[src/rtl/data_mem_pkg.sv]
// rtl/data_mem_pkg.sv - shared encodings and helpers for the byte-addressable data memory
//
// Contents:
//   mem_size_e  : access size encoding carried on MemSize
//   mem_state_e : init-sweep / ready states of the memory controller
//   off_w()     : byte-offset width for a given word width
//   size_mask() : right-aligned bit mask covering one access of the given size
package data_mem_pkg;

    typedef enum logic [1:0] {
        SZ_BYTE  = 2'd0,
        SZ_HALF  = 2'd1,
        SZ_WORD  = 2'd2,
        SZ_DWORD = 2'd3
    } mem_size_e;

    typedef enum logic {
        ST_INIT  = 1'b0,
        ST_READY = 1'b1
    } mem_state_e;

    function automatic int off_w(input int data_w);
        return $clog2(data_w / 8);
    endfunction

    // Callers truncate to their word width; a dword mask on a 32-bit word
    // simply becomes all ones, and that size is rejected upstream anyway.
    function automatic logic [63:0] size_mask(input logic [1:0] size);
        logic [63:0] m;
        case (size)
            SZ_BYTE: m = 64'h0000_0000_0000_00ff;
            SZ_HALF: m = 64'h0000_0000_0000_ffff;
            SZ_WORD: m = 64'h0000_0000_ffff_ffff;
            default: m = 64'hffff_ffff_ffff_ffff;
        endcase
        return m;
    endfunction

endpackage

[src/rtl/mem_load_align.sv]
// rtl/mem_load_align.sv - combinational load alignment and sign/zero extension
//
// Ports:
//   word        in  DATA_W  full memory word holding the addressed bytes
//   offset      in  OFF_W   byte offset of the access within the word
//   size        in  2       access size (mem_size_e encoding)
//   is_unsigned in  1       1 = zero-extend, 0 = sign-extend
//   load_value  out DATA_W  selected bytes, right-aligned and extended
module mem_load_align
    import data_mem_pkg::*;
#(
    parameter int DATA_W = 32,
    parameter int OFF_W  = off_w(DATA_W)
) (
    input  logic [DATA_W-1:0] word,
    input  logic [OFF_W-1:0]  offset,
    input  logic [1:0]        size,
    input  logic              is_unsigned,
    output logic [DATA_W-1:0] load_value
);

    logic [DATA_W-1:0] shifted;
    logic [DATA_W-1:0] low_mask;
    logic [DATA_W-1:0] msb_mask;
    logic              sign;

    always_comb begin
        shifted  = word >> {offset, 3'b000};
        low_mask = DATA_W'(size_mask(size));
        // Isolates the top bit of the access so the sign can be picked out
        // without a variable bit index.
        msb_mask = low_mask & ~(low_mask >> 1);
        sign     = (|(shifted & msb_mask)) & ~is_unsigned;
        load_value = (shifted & low_mask) | (sign ? ~low_mask : '0);
    end

endmodule

[src/rtl/byte_data_memory.sv]
// rtl/byte_data_memory.sv - byte-addressable MEM-stage data memory with init sweep
//
// Ports:
//   clk         in  1       clock, rising edge
//   reset       in  1       asynchronous active-low reset
//   MemAddr     in  ADDR_W  byte address
//   Write_Data  in  DATA_W  store data, right-aligned
//   MemRead     in  1       load request
//   MemWrite    in  1       store request
//   MemSize     in  2       0=byte 1=half 2=word 3=dword (dword only when DATA_W=64)
//   MemUnsigned in  1       1 = zero-extend load, 0 = sign-extend
//   Read_Data   out DATA_W  registered load result
//   Read_Valid  out 1       pulse: Read_Data updated
//   Busy        out 1       init sweep in progress, requests ignored
//   Misaligned  out 1       pulse: previous request rejected
module byte_data_memory
    import data_mem_pkg::*;
#(
    parameter int DATA_W = 32,
    parameter int ADDR_W = 8
) (
    input  logic              clk,
    input  logic              reset,
    input  logic [ADDR_W-1:0] MemAddr,
    input  logic [DATA_W-1:0] Write_Data,
    input  logic              MemRead,
    input  logic              MemWrite,
    input  logic [1:0]        MemSize,
    input  logic              MemUnsigned,
    output logic [DATA_W-1:0] Read_Data,
    output logic              Read_Valid,
    output logic              Busy,
    output logic              Misaligned
);

    localparam int OFF_W = off_w(DATA_W);
    localparam int IDX_W = ADDR_W - OFF_W;
    localparam int DEPTH = 2 ** IDX_W;

    logic [DATA_W-1:0] mem [DEPTH];

    mem_state_e        state_q, state_d;
    logic [IDX_W-1:0]  sweep_q, sweep_d;

    logic [IDX_W-1:0]  word_idx;
    logic [OFF_W-1:0]  offset;
    logic [OFF_W-1:0]  align_mask;
    logic              size_ok;
    logic              req;
    logic              legal;
    logic              do_load;
    logic              do_store;
    logic [DATA_W-1:0] cur_word;
    logic [DATA_W-1:0] lane_mask;
    logic [DATA_W-1:0] store_word;
    logic [DATA_W-1:0] load_value;

    logic              mem_we;
    logic [IDX_W-1:0]  mem_waddr;
    logic [DATA_W-1:0] mem_wdata;

    // Request decode and byte-lane merge. The current word is read
    // combinationally before the edge, which gives read-first behaviour when
    // a load and a store arrive together.
    always_comb begin
        word_idx   = MemAddr[ADDR_W-1:OFF_W];
        offset     = MemAddr[OFF_W-1:0];
        align_mask = OFF_W'((32'd1 << MemSize) - 32'd1);
        size_ok    = (MemSize != SZ_DWORD) || (DATA_W == 64);
        req        = (state_q == ST_READY) && (MemRead || MemWrite);
        legal      = size_ok && ((offset & align_mask) == '0);
        do_load    = req && legal && MemRead;
        do_store   = req && legal && MemWrite;
        cur_word   = mem[word_idx];
        lane_mask  = DATA_W'(size_mask(MemSize)) << {offset, 3'b000};
        store_word = (cur_word & ~lane_mask)
                   | ((Write_Data << {offset, 3'b000}) & lane_mask);
    end

    mem_load_align #(
        .DATA_W (DATA_W),
        .OFF_W  (OFF_W)
    ) u_load_align (
        .word        (cur_word),
        .offset      (offset),
        .size        (MemSize),
        .is_unsigned (MemUnsigned),
        .load_value  (load_value)
    );

    // Next-state logic: the sweep owns the write port until every word has
    // been cleared; after that only legal stores write.
    always_comb begin
        state_d   = state_q;
        sweep_d   = sweep_q;
        mem_we    = 1'b0;
        mem_waddr = word_idx;
        mem_wdata = store_word;
        case (state_q)
            ST_INIT: begin
                mem_we    = 1'b1;
                mem_waddr = sweep_q;
                mem_wdata = '0;
                sweep_d   = sweep_q + IDX_W'(1);
                if (&sweep_q) begin
                    state_d = ST_READY;
                end
            end
            ST_READY: begin
                mem_we = do_store;
            end
            default: begin
                state_d = ST_INIT;
            end
        endcase
    end

    always_ff @(posedge clk or negedge reset) begin
        if (!reset) begin
            state_q    <= ST_INIT;
            sweep_q    <= '0;
            Read_Data  <= '0;
            Read_Valid <= 1'b0;
            Misaligned <= 1'b0;
        end else begin
            state_q    <= state_d;
            sweep_q    <= sweep_d;
            Read_Valid <= do_load;
            Misaligned <= req && !legal;
            if (do_load) begin
                Read_Data <= load_value;
            end
        end
    end

    // Storage carries no reset; the init sweep is what clears it.
    always_ff @(posedge clk) begin
        if (mem_we) begin
            mem[mem_waddr] <= mem_wdata;
        end
    end

    assign Busy = (state_q == ST_INIT);

endmodule

[config.mk]
export PLATFORM = sky130hd
export DESIGN_NAME = byte_data_memory
export DESIGN_NICKNAME = d
export VERILOG_FILES = /design/src/rtl/data_mem_pkg.sv /design/src/rtl/mem_load_align.sv /design/src/rtl/byte_data_memory.sv
export SDC_FILE = /design/constraint.sdc
export NUM_CORES = 2
export LEC_CHECK = 0
export CORE_ASPECT_RATIO = 0.9
export CORE_MARGIN = 5
export CORE_UTILIZATION = 55
export CTS_CLUSTER_SIZE = 20
export DETAILED_ROUTE_END_ITERATION = 16
export PLACE_DENSITY = 0.71
export SETUP_SLACK_MARGIN = 0.2
export SLEW_MARGIN = 10
export SYNTH_ARGS = -nofsm -noshare
export SYNTH_HDL_FRONTEND = slang
export SYNTH_HIERARCHICAL = 1
export SYNTH_SLANG_ARGS = --single-unit
[constraint.sdc]
create_clock -name clk -period 5.2 [get_ports clk]
set_input_delay 1.04 -clock clk [delete_from_list [all_inputs] [get_ports clk]]
set_output_delay 1.04 -clock clk [all_outputs]
set_load 0.005 [all_outputs]
# Word level (Yosys, flattened, before mapping)
# Memory sizes are Yosys's and may differ from the RTL's.
# Cells that the tools add are included.
[classes]
bitwise_logic = 14
add_sub_neg = 2
n_reduce_logical = 12
muxes = 9
shifts = 4
n_eq_ne = 3
[op_table]
columns = ["cell", "n"]
rows = [
  ["$and 32x32->32", 5],
  ["$pmux 32 s3", 1],
  ["$mux 32", 2],
  ["$not 32->32", 2],
  ["$or 32x32->32", 2],
  ["$shl 32x5->32", 2],
  ["$not 31->32", 1],
  ["$reduce_or 32->1", 1],
  ["$shr 32x5->32", 1],
  ["$add 6x1->6 const B", 1],
  ["$logic_and 1x1->1", 6],
  ["$mux 6", 1],
  ["$reduce_and 6->1", 1],
  ["$logic_not 2->1", 2],
  ["$mux 1", 4],
  ["$and 2x2->2", 1],
  ["$eq 2x1->1 const B", 1],
  ["$eq 2x2->1 const B", 1],
  ["$ne 2x2->1 const B", 1],
  ["$not 1->1", 2],
  ["$pmux 1 s2", 1],
  ["$shl 1x2->2 const A", 1],
  ["$sub 2x1->2 const B", 1],
  ["$and 1x1->1", 1],
  ["2 further kinds", 2],
]
[word_totals]
wordCells = 50
out_inout_bits = 35
inputBits = 47
mem_count = 1
mem_bits_rw = 2048
ff_bits = 41
[memory_table]
columns = ["memory", "words", "word_bits", "rd", "rd_clocked_by_memory_dff", "wr", "line", "rtl"]
rows = [
  ["mem", 64, 32, 1, 0, 1, "byte_data_memory.sv:40", "logic [DATA_W-1:0] mem [DEPTH];"],
]

# Longest topological paths before layout
[depth]
word_depth = 10
mapped_depth = 18
depth_no_buf = 11

# Modules after synthesis
# The synthesis kept the hierarchy.
[modules_own_cells]
columns = ["module", "area_per_inst_um2", "seq_area_each_um2", "n_inst", "cells_each"]
rows = [
  ["byte_data_memory", 81479.4, 62525.0, 1, 3983],
  ["mem_load_align", 704.4, 0.0, 1, 107],
]

# Worst setup path after synthesis
# OpenSTA, ideal clock, no wires.
[synth_timing]
path_type = "input to register"
start = "input port MemAddr[2]"
end = "memory mem[0][6] (data pin)"
path_stages = 11
setup_ps = 721
t_arrival_ps = 5254
required_ps = 4479
path_slack_ps = -775
n_path_buf = 7
path_cell_list = "buf_2 buf_6 buf_6 buf_6 buf_6 buf_6 buf_4 mux2i_1 a21oi_1 a32oi_1 a211oi_1"
[synth_via]
elab_chain_cells = 4
[synth_rtl]
columns = ["element", "line", "rtl"]
rows = [
  ["start, declared", "byte_data_memory.sv:24", "input logic [ADDR_W-1:0] MemAddr,"],
  ["$mem_v2 64x32", "-", ""],
  ["$and 32x32->32", "byte_data_memory.sv:76", "store_word = (cur_word & ~lane_mask)"],
  ["$or 32x32->32", "byte_data_memory.sv:77", "| ((Write_Data << {offset, 3'b000}) & lane_mask);"],
  ["$mux 32", "byte_data_memory.sv:99", "case (state_q)"],
  ["net mem_wdata[6]", "byte_data_memory.sv:60", "logic [DATA_W-1:0] mem_wdata;"],
  ["end, declared", "byte_data_memory.sv:40", ""],
]
# The timed path passes the listed nets, and every way through them passes these cells.

# Worst setup path in the final report
[layout_timing]
start = "input port MemAddr[2]"
end = "register Read_Data[2]"
[layout_via]
elab_chain_cells = 7
[layout_rtl]
columns = ["element", "line", "rtl"]
rows = [
  ["$mem_v2 64x32 (*)", "-", ""],
  ["net cur_word[10]", "byte_data_memory.sv:53", "logic [DATA_W-1:0] cur_word;"],
  ["$shr 32x5->32 (*)", "mem_load_align.sv:28", "shifted = word >> {offset, 3'b000};"],
  ["$and 32x32->32", "mem_load_align.sv:33", "sign = (|(shifted & msb_mask)) & ~is_unsigned;"],
  ["$reduce_or 32->1", "mem_load_align.sv:33", ""],
  ["$and 1x1->1", "mem_load_align.sv:33", ""],
  ["$mux 32", "mem_load_align.sv:34", "load_value = (shifted & low_mask) | (sign ? ~low_mask : '0);"],
  ["$or 32x32->32 (*)", "mem_load_align.sv:34", ""],
  ["net load_value[2]", "byte_data_memory.sv:56", "logic [DATA_W-1:0] load_value;"],
  ["end signal, assigned", "byte_data_memory.sv:131", "Read_Data <= load_value;"],
  ["end, declared", "byte_data_memory.sv:30", "output logic [DATA_W-1:0] Read_Data,"],
]
# Mark *: on every way through the listed nets, which the timed path passes. The rest lies on a longest branch.
# A chain may end at the register's enable or synchronous reset.

==> qor.txt <==
Setup TNS: 0 ns
Syn Area/Cell: 20.1 um2
Cell Area, Synth: 82200 um2
slew margin rel.: 0.187
final slew viol count: 0
Post-DP HPWL: 136000 um
top-level port count: 82
EDFF count, synth: 2048
part of the power in registers: 0.539
arrival time worst endpoint: 4.79 ns
Synth Register Bits: 2089
clock share of power: 0.423
Rows: 134
worst supply voltage drop on vdd: 367 uV
Clock transition at path regs: 0.07 ns
first-pass GRT wire length: 321000 um
slew at the pin with the worst max-slew slack: 1.22 ns
Post-CTS Hold Buffers: 0
root buf cell: clkbuf_16
DR WL/cell: 34.5 um
Synth Instances: 4090
sequential share of the synthesized area: 0.761
Post-Place Cells: 6196
CP startpoint kind: primary input
die height: 377 um
TritonCTS clock tree: yes
Combinational Power Share: 0.038
Distinct cells, synth: 71
vias in the first global route: 43200
port bufs: 81
Worst Path Max Fanout: 31
post-CTS sizing: 0
Post-Route WL: 227000 um
Commonest cells post-synth: 2048 x edfxtp_1, 446 x mux2i_1, 337 x mux4_2
initial core utilization: 0.554
CTS Sinks: 2089
Final #Nets: 4475
antenna violations before repair: 2
largest net degree at the start of global routing: 79
critical path endpoint category: flop
met2 GRT Util: 0.441
grt met1 use: 0.402
Synth-to-Final Area Change: 15.2%
most used routing layer: met2
chip width: 417 um
postcts setup bufs: 0
internal power: 0.0267 W
fmax: 247 MHz
max_cap viols: 0
leakage power: 26.8 nW
Synth async-reset ratio: 0.0196
synth top area cells: edfxtp_1 75%, mux4_2 9.2%, mux2i_1 5.4%
core area: 148000 um2
TritonCTS Buffers: 199
reg-to-reg startpoint: mem[15][31]
# setup viols final: 0
R2R setup slack: 1.82 ns
worst skew pair latency: 0.86 ns
H-Tree Depth: 4
number of routed nets with antenna violations: 0
total grt overflow: 0
status: finished, final reports clean
routing usage on met3: 0.0657
cell taking the most area after synthesis: edfxtp_1
post-route insts no fill: 6573
worst reg2reg path depth: 12
Synth Flop Type: edfxtp_1
count leader, synth: edfxtp_1
reg2reg end: Read_Data[14]
Final Cycle Share: 0.779
GPL Wtd Cong: 0.946
WP data required: 5.93 ns
Max clock buf depth: 3
Yosys top cell area share: 0.748
DR vias/cell: 6.74
routed via count: 44300
final core occ: 0.638
RSZ-0062 raised after global routing: no
Tot GR Track Use: 0.289
Syn Nets: 4138
share of cells above drive strength 1: 0.242
P_sw: 0.00708 W
Worst Skew: 0.0864 ns
Hold WC Path Type: in2async
Tmin final: 4.05 ns
DRC viols: 0
final hold viol count: 0
Power Dens Cells: 357 nW/um2
Ys Warns: 6
switching part of the total: 0.210
die area: 157000 um2
Initial DRC Count: 6360
drt first pass iters: 8
kind of critical path: in2reg
==> flip-flops by register name, summed over array words and instances (netlist names) <==
signal / flops
Misaligned: 1
Read_Valid: 1
sweep_q: 6
Read_Data: 32
state_q: 1
mem: 2048
==> layer usage <==
metal  part of all wire  vias up
li1                   -    17700
met1               0.36    23000
met2               0.46     3056
met3               0.12      543
met4              0.056        2
met5           0.000057        -
==> power by group through the flow <==
stage | Combinational [W] | Clock, W | Sequential, W
finish | 0.00128 | 0.0143 | 0.0182
global route | 0.00131 | 0.0152 | 0.0182
CTS | 0.00125 | 0.0145 | 0.0182
detailed placement | 0.00125 | 0 | 0.0186
global placement | 0.00125 | 0 | 0.0186
floorplan | 0.000715 | 0 | 0.0186
==> cells in the final DEF, fill, tap and decap left out, types with 7 or more instances in the layout <==
| master | n |
|---|---|
| mux2_2 | 57 |
| a21oi_1 | 59 |
| clkbuf_16 | 202 |
| clkdlybuf4s50_1 | 72 |
| a22o_1 | 34 |
| o21a_1 | 9 |
| clkinv_2 | 37 |
| nor2_4 | 64 |
| clkbuf_1 | 34 |
| and3_1 | 17 |
| a41oi_1 | 7 |
| bufinv_16 | 16 |
| mux2i_1 | 446 |
| nor3_1 | 10 |
| inv_1 | 11 |
| o21ai_0 | 23 |
| o22a_1 | 11 |
| mux4_2 | 337 |
| a22oi_1 | 183 |
| a31o_2 | 14 |
| mux2_1 | 7 |
| buf_12 | 89 |
| dfrtp_1 | 40 |
| nor2_1 | 51 |
| clkinv_1 | 51 |
| a221o_1 | 8 |
| edfxtp_1 | 2048 |
| nor2b_1 | 20 |
| nand2_1 | 125 |
| nand4_1 | 11 |
| clkinvlp_4 | 9 |
| a211oi_1 | 25 |
| a221oi_1 | 11 |
| nand3_1 | 65 |
| o22ai_1 | 11 |
| a311oi_1 | 9 |
| buf_4 | 206 |
| a31oi_1 | 30 |
| a2111oi_2 | 7 |
==> cell type report <==
| class | count | area [um2] |
|---|---|---|
| clock buffers | 242 | 5270 |
| clock inverters | 130 | 1220 |
| well taps | 1972 | 2470 |
| inverters | 13 | 48.8 |
| diodes | 3 | 7.51 |
| flip-flops and latches | 2089 | 62500 |
| repair buffers | 377 | 4150 |
| fillers | 9770 | 53700 |
| multi-input cells | 1747 | 19000 |
==> critical path, cell delays in order <==
cell      delay, ns
buf_8          0.34
buf_12         0.29
buf_4          0.41
mux4_2         0.58
mux4_2         0.55
o22a_1         0.24
o21a_1         0.21
a211oi_1       0.67
a21oi_1        0.08
mux2_2         0.29
==> per-stage QoR <==
| step | area [um2] | total power [W] | hold WS [ns] | worst slack [ns] |
|---|---|---|---|---|
| floorplan | 82200 | 0.0193 | 0.479 | 0.617 |
| global placement | 88200 | 0.0198 | 0.505 | 0.477 |
| detailed placement | 88200 | 0.0198 | 0.506 | 0.445 |
| CTS | 94700 | 0.0339 | 0.341 | 1.27 |
| global route | 94700 | 0.0347 | 0.403 | 1.06 |
| finish | 94700 | 0.0338 | 0.360 | 1.15 |
==> logic make-up after synthesis <==
group | count (synthesis) | synth area share
compound gates | 495 | 0.0449
xor+xnor | 5 | 0.000533
fa+ha+maj | 1 | 0.000152
buf+inv | 254 | 0.0161
flops | 2089 | 0.761
mux | 848 | 0.156
simple gates | 398 | 0.0218
==> worst max path at each step <==
stage          slack (ns)  startpoint  cells after the start            to
6_report             1.15  MemAddr[2]                     10  Read_Data[2]
5_1_grt              1.06  MemAddr[2]                     10   mem[44][27]
4_1_cts              1.27  MemAddr[2]                     10   mem[44][27]
3_5_place_dp         0.44  MemAddr[2]                     10   mem[14][27]
3_3_place_gp         0.48  MemAddr[2]                      9    mem[46][9]
2_1_floorplan        0.62  MemAddr[2]                     11     mem[0][6]
Note: power is estimated with default switching activity, not from simulation.
